===== config.mk =====
export PLATFORM = sky130hd
export DESIGN_NAME = ctrl_pipe
export DESIGN_NICKNAME = d
export VERILOG_FILES = /design/src/rtl/ctrl_pipe.sv
export SDC_FILE = /design/constraint.sdc
export NUM_CORES = 1
export LEC_CHECK = 0
export ABC_AREA = 1
export ABC_CLOCK_PERIOD_IN_PS = 1000
export CAP_MARGIN = 20
export CELL_PAD_IN_SITES_DETAIL_PLACEMENT = 2
export CELL_PAD_IN_SITES_GLOBAL_PLACEMENT = 2
export CORE_MARGIN = 1.5
export CORE_UTILIZATION = 21
export CTS_CLUSTER_SIZE = 14
export DETAILED_ROUTE_END_ITERATION = 16
export GPL_ROUTABILITY_DRIVEN = 0
export PLACE_DENSITY_LB_ADDON = 0.1
export RECOVER_POWER = 100
export SLEW_MARGIN = 20
export SYNTH_ARGS = -nofsm -noshare
export SYNTH_HDL_FRONTEND = slang
export SYNTH_SLANG_ARGS = --single-unit
export TNS_END_PERCENT = 1

===== constraint.sdc =====
create_clock -name i_clk -period 1 [get_ports i_clk]
set_input_delay 0.15 -clock i_clk [delete_from_list [all_inputs] [get_ports i_clk]]
set_output_delay 0.15 -clock i_clk [all_outputs]
set_load 0.02 [all_outputs]

===== src/rtl/ctrl_pipe.sv =====
// ============================================================================
//  Module   : ctrl_pipe
//  Purpose  : ID/EX, EX/MEM, MEM/WB control pipeline with EX-stage branch
//             resolution, wrong-path flush and external stall. Build option
//             CTRL_PIPE_LOAD_USE_EN enables the one-bubble load-use interlock.
//  Revision : 1.0 - initial release
// ============================================================================
`default_nettype none

module ctrl_pipe #(
   parameter int REG_AW = 5
) (
   input  logic              i_clk,
   input  logic              i_rst,
   input  logic              i_cp_valid,
   input  logic              i_cp_regdst,
   input  logic              i_cp_alusrc,
   input  logic              i_cp_branch,
   input  logic              i_cp_memread,
   input  logic              i_cp_memwrite,
   input  logic              i_cp_regwrite,
   input  logic              i_cp_memtoreg,
   input  logic [1:0]        i_cp_aluop,
   input  logic [REG_AW-1:0] i_cp_rs,
   input  logic [REG_AW-1:0] i_cp_rt,
   input  logic [REG_AW-1:0] i_cp_rd,
   input  logic              i_cp_zero,
   input  logic              i_cp_stall,
   output logic              o_cp_ex_valid,
   output logic              o_cp_ex_regdst,
   output logic              o_cp_ex_alusrc,
   output logic [1:0]        o_cp_ex_aluop,
   output logic              o_cp_mem_memread,
   output logic              o_cp_mem_memwrite,
   output logic [REG_AW-1:0] o_cp_mem_dest,
   output logic [REG_AW-1:0] o_cp_wb_dest,
   output logic              o_cp_wb_regwrite,
   output logic              o_cp_wb_memtoreg,
   output logic              o_cp_pcsrc,
   output logic              o_cp_flush_if,
   output logic              o_cp_stall_id
);

   logic              ex_valid, ex_regdst, ex_alusrc, ex_branch;
   logic              ex_memread, ex_memwrite, ex_regwrite, ex_memtoreg;
   logic [1:0]        ex_aluop;
   logic [REG_AW-1:0] ex_rt, ex_rd, ex_dest;

   logic              mem_memread, mem_memwrite, mem_regwrite, mem_memtoreg;
   logic [REG_AW-1:0] mem_dest;

   logic              wb_regwrite, wb_memtoreg;
   logic [REG_AW-1:0] wb_dest;

   logic              taken, load_use, id_bubble;

   assign ex_dest = ex_regdst ? ex_rd : ex_rt;
   assign taken   = ex_valid & ex_branch &
                    ((ex_aluop == 2'b11) ? ~i_cp_zero : i_cp_zero);

`ifdef CTRL_PIPE_LOAD_USE_EN
   assign load_use = ex_valid & ex_memread & (ex_dest != '0) & i_cp_valid &
                     ((ex_dest == i_cp_rs) | (ex_dest == i_cp_rt));
`else
   // Without the interlock the rs field has no consumer in this block.
   logic unused_id_rs;
   assign unused_id_rs = ^i_cp_rs;
   assign load_use     = 1'b0;
`endif

   assign id_bubble     = taken | load_use | ~i_cp_valid;
   assign o_cp_pcsrc    = taken & ~i_cp_stall;
   assign o_cp_flush_if = taken & ~i_cp_stall;
   assign o_cp_stall_id = load_use & ~i_cp_stall & ~taken;

   always_ff @(posedge i_clk) begin
      if (i_rst) begin
         {ex_valid, ex_regdst, ex_alusrc, ex_branch}         <= '0;
         {ex_memread, ex_memwrite, ex_regwrite, ex_memtoreg} <= '0;
         ex_aluop <= '0;
         ex_rt    <= '0;
         ex_rd    <= '0;
      end else if (!i_cp_stall) begin
         if (id_bubble) begin
            {ex_valid, ex_regdst, ex_alusrc, ex_branch}         <= '0;
            {ex_memread, ex_memwrite, ex_regwrite, ex_memtoreg} <= '0;
            ex_aluop <= '0;
            ex_rt    <= '0;
            ex_rd    <= '0;
         end else begin
            ex_valid    <= 1'b1;
            ex_regdst   <= i_cp_regdst;
            ex_alusrc   <= i_cp_alusrc;
            ex_branch   <= i_cp_branch;
            ex_memread  <= i_cp_memread;
            ex_memwrite <= i_cp_memwrite;
            ex_regwrite <= i_cp_regwrite;
            ex_memtoreg <= i_cp_memtoreg;
            ex_aluop    <= i_cp_aluop;
            ex_rt       <= i_cp_rt;
            ex_rd       <= i_cp_rd;
         end
      end
   end

   // A taken branch travels on to MEM stripped of any side effect.
   always_ff @(posedge i_clk) begin
      if (i_rst) begin
         {mem_memread, mem_memwrite, mem_regwrite, mem_memtoreg} <= '0;
         mem_dest <= '0;
      end else if (!i_cp_stall) begin
         mem_memread  <= ex_memread  & ~taken;
         mem_memwrite <= ex_memwrite & ~taken;
         mem_regwrite <= ex_regwrite & ~taken;
         mem_memtoreg <= ex_memtoreg & ~taken;
         mem_dest     <= ex_dest;
      end
   end

   always_ff @(posedge i_clk) begin
      if (i_rst) begin
         wb_regwrite <= 1'b0;
         wb_memtoreg <= 1'b0;
         wb_dest     <= '0;
      end else if (!i_cp_stall) begin
         wb_regwrite <= mem_regwrite;
         wb_memtoreg <= mem_memtoreg;
         wb_dest     <= mem_dest;
      end
   end

   assign o_cp_ex_valid     = ex_valid;
   assign o_cp_ex_regdst    = ex_regdst;
   assign o_cp_ex_alusrc    = ex_alusrc;
   assign o_cp_ex_aluop     = ex_aluop;
   assign o_cp_mem_memread  = mem_memread;
   assign o_cp_mem_memwrite = mem_memwrite;
   assign o_cp_mem_dest     = mem_dest;
   assign o_cp_wb_dest      = wb_dest;
   assign o_cp_wb_regwrite  = wb_regwrite;
   assign o_cp_wb_memtoreg  = wb_memtoreg;

endmodule

`default_nettype wire


# Yosys cells after proc, flatten, opt, wreduce, memory -nomap -nowiden
# Cells that the tools add are included.
# op_classes
n_eq_ne,1
mux,13
bitwise_logic,12
# ops
operator,n
5-bit 2-to-1 mux,3
1-bit 2-to-1 mux,9
1-bit bitwise AND,7
1-bit NOT,4
"2-bit equality test, second input constant",1
2-bit 2-to-1 mux,1
1-bit bitwise OR,1
# totals
regBits,36
inputBits,29
elab_cells,45

# Logic depth before layout (Yosys ltp)
# logic_depth
ltp_word,5
ltp_mapped,6
depth_no_buf,5

# Worst setup path after synthesis
# OpenSTA, ideal clock, no wires.
# synth_timing
path_type,register -> output
start,reg ex_aluop[1] (netlist: o_cp_ex_aluop[1])
end,out o_cp_pcsrc
arrival_ns,1.387
required_ns,0.850
setup_slack_ns,-0.537
stages_incl_launch_ff,6
cell_sequence,dfxtp_1 nand2_1 nand2_1 nand3_2 nor2_1 buf_4
# synth_between
elab_chain_cells,4
# synth_rtl
item,line,source
start: declaration,46,logic [1:0] ex_aluop;
start signal: assignment,99,ex_aluop <= i_cp_aluop;
2-bit equality test,59,((ex_aluop == 2'b11) ? ~i_cp_zero : i_cp_zero);
1-bit 2-to-1 mux,59,
1-bit bitwise AND,58,assign taken = ex_valid & ex_branch &
1-bit bitwise AND,--,
end: declaration,39,"output logic o_cp_pcsrc,"
# Every way passes these cells.

# Worst setup path in the final report
# layout_timing
start,in i_cp_zero
end,out o_cp_flush_if
# layout_between
elab_chain_cells,4
# layout_rtl
item,line,source
start: declaration,27,"input logic i_cp_zero,"
1-bit NOT,59,
1-bit 2-to-1 mux *,59,
1-bit bitwise AND *,58,
1-bit bitwise AND *,73,assign o_cp_flush_if = taken & ~i_cp_stall;
end: declaration,40,"output logic o_cp_flush_if,"
# Every way passes the cells marked *; elsewhere a longest branch is shown, timed or not.

==> results.toml <==
[timing]
grt_setup_unrepaired = "true"
period_share = 1.313
fin_ws_ns = -0.3132
final_critical_period_ns = 1.313
achievable-frequency_mhz = 761.5
final_sum_of_negative_setup_slack_ns = -5.620
final_slew_viol_count = 0
fin_worst_skew_ns = 0.002771
setup_viol = 41
finalHoldViolCount = 0

[detailed_routing]
num_vias = 1460
number_of_detailed_routing_iterations_run_before_antenna_repair = 2
avgViaCountPerCell = 4.371
route.detailed.drc = 0
routed_wirelength_um = 4513
drt.antenna.violating_nets = 0
detail_route.wl_per_cell_um = 13.51
drt-initial-drc-count = 35

[clock_network]
clock_latency_ns = 0.29
clk_root_buffer_cell = "clkbuf_8"
clkSlewWorstSetupHoldPaths_ns = 0.07
cts_buffers = 5
htreeDepth = 2
tritoncts = "built"
cts-root-to-sink-buffers = 2
clock_sinks = 36

[setup_path]
timing.critical_path.buf_inv = 3
path_max_fanout = 3
setup.worst_path.class = "in -> out"
critical-path-top-delay-family = "buffers and inverters"
critical-path-max-stage-delay_ns = 0.50
worstSetupEndpointType = "output port"
start_kind = "input pin"
cp_cell_sequence = "clkdlybuf4s50_1 > inv_1 > nand2_2 > nand3_4 > nor2_4 > buf_6"
required_ns = 0.85
critical_path_arrival_ns = 1.16
timing.critical_path.slowest_stage_cell = "clkdlybuf4s50_1"

[global_routing]
grt_pass1_vias = 1624
pin_count_of_the_biggest_net_entering_global_routing = 21
grt_first_pass_wirelength_um = 7631
gr-total-overflow = 0
global_route.usage.total = 0.1318
antenna_found_initial = 0

[synthesis]
yosysSeqAreaShare = 0.4974
synthCells = 193
post-synth-top-area-fraction = 0.4974
post-synth-top-area-cell = "dfxtp_1"
syn_nets = 222
synth_cell_types = 15
synth-seq-cells = 36
mappedNetlistArea_um2 = 1449
synth_area_per_cell_um2 = 7.507
ys_top_cells_by_area = "dfxtp_1 (50%), nor2_1 (7.8%), nand2_1 (7.5%), o21ai_0 (7.3%), a21oi_1 (6.9%)"
ys.warnings.count = 0

[flow_run]
drv_cap = 0

[placed_design]
place.detailed.hpwl_um = 3393
place_worst_setup_slack_ns = -0.7790
io_buffers = 44

[power]
p_leak_uw = 0.0009371
ratio_of_total_power_to_cell_area_nw_per_um2 = 1418
power.ir.vdd_worst_mv = 0.4655

[floorplan]
starting_density = 0.2156
floorplan.io_pins = 51
die-width_um = 86.07
num_rows = 30
fp.dieArea_um2 = 7407
die_height_um = 86.07
coreArea_um2 = 6719

[hold_path]
class_of_the_tightest_hold_or_removal_check = "in -> reg"

[cells_and_area]
syn2layout_area_growth_pct = 51.47
num_antenna_cells = 0
final_core_utilization = 0.3266
finalNetCount = 282
post_route_cells_drive_above_1_share = 0.2559

[outcome]
outcome = "finished with violations"
failed_checks = "setup timing"
## cells in the mapped netlist
master     n
dfxtp_1   36
clkbuf_1   2
a21oi_1   20
inv_1     14
conb_1     1
nor2_1    30
nand3_1   20
o21ai_0   21
buf_2      5
nand2_1   29
nand3_2    1
nor3_1     4
buf_6      3
buf_4      6
inv_2      1
## final timing paths
check / start / slack (ns) / depth (start not counted) / end
worst min register to register: ex_rt[4]$_SDFFE_PP0N_ / 0.47 / 2 / ex_rt[4]$_SDFFE_PP0N_
worst max-delay path: i_cp_zero / -0.31 / 6 / o_cp_flush_if
worst max register to register: o_cp_ex_aluop[0]$_SDFFE_PP0N_ / -0.21 / 6 / o_cp_ex_aluop[0]$_SDFFE_PP0N_
worst min-delay path: i_cp_aluop[1] / 0.43 / 3 / o_cp_ex_aluop[1]$_SDFFE_PP0N_
## registers in the layout (all words and copies together) (netlist names), 2 cells and up
register,count
o_cp_ex_aluop,2
ex_rd,5
o_cp_mem_dest,5
ex_rt,5
o_cp_wb_dest,5
## worst register-to-register path, stage by stage (launching register included)
cell	delay, ns
dfxtp_4	0.36
nand2_2	0.07
nand2_2	0.07
nand3_4	0.11
buf_4	0.25
nand3_1	0.13
a21oi_1	0.15
## area by class of cell
type,instances,area [µm²]
inverters,15,56.30
well taps,80,100.1
clock inverters,2,10.01
fillers,764,4524
flip-flops and latches,36,732.0
clock buffers,6,82.58
multi-input cells,126,593.1
repair buffers,69,620.6
## cells in the final DEF (no fill, tap or decap), drive strengths merged
master         instances
conb                   1
o21ai                 21
nor3                   4
nand3                 21
clkbuf                18
a21oi                 20
inv                   15
clkdlybuf4s50         23
nor2                  30
buf                   34
dfxtp                 36
clkinv                 2
nand2                 29
## through the flow
stage	hold WS, ns	cell area, µm²	power, µW	std cells
after floorplan	0.2996	1471	1793	193
after global placement	0.4443	2140	2080	325
after detailed placement	0.4580	2140	2102	325
after CTS	0.4290	2190	3167	334
after global routing	0.4510	2195	3293	334
final	0.4284	2195	3111	334
## logic make-up (layout without fill, tap and decap cells)
| kind of cell | Yosys count | in the layout | share of synthesized area |
|---|---|---|---|
| other cells | 1 | 1 | 0.002588 |
| buf+inv | 31 | 92 | 0.1157 |
| compound gates | 41 | 41 | 0.1416 |
| simple gates | 84 | 84 | 0.2427 |
| flops | 36 | 36 | 0.4974 |
## per-layer routing
metal | GRT usage | wire length, µm | vias to the layer above
met5 | 0 | 0 | -
met4 | 0.03079 | 41 | 0
li1 | - | - | 735
met1 | 0.1557 | 1933 | 685
met2 | 0.2384 | 2331 | 34
met3 | 0.03369 | 207 | 6
## power breakdown
part           internal [µW]  total [µW]  switching [µW]
sequential              1500        1530            35.2
clock                    550        1080             528
combinational            253         500             248
## timing repair
| item | 4_1_cts | 5_1_grt |
|---|---|---|
| hold buffers | 0 | 0 |
| pin swaps | 4 | 0 |
| gates resized for setup | 100 | 1 |
| setup endpoints to repair | 57 | 41 |
| setup buffers | 1 | 0 |
Power figures use the tool's default switching activity.
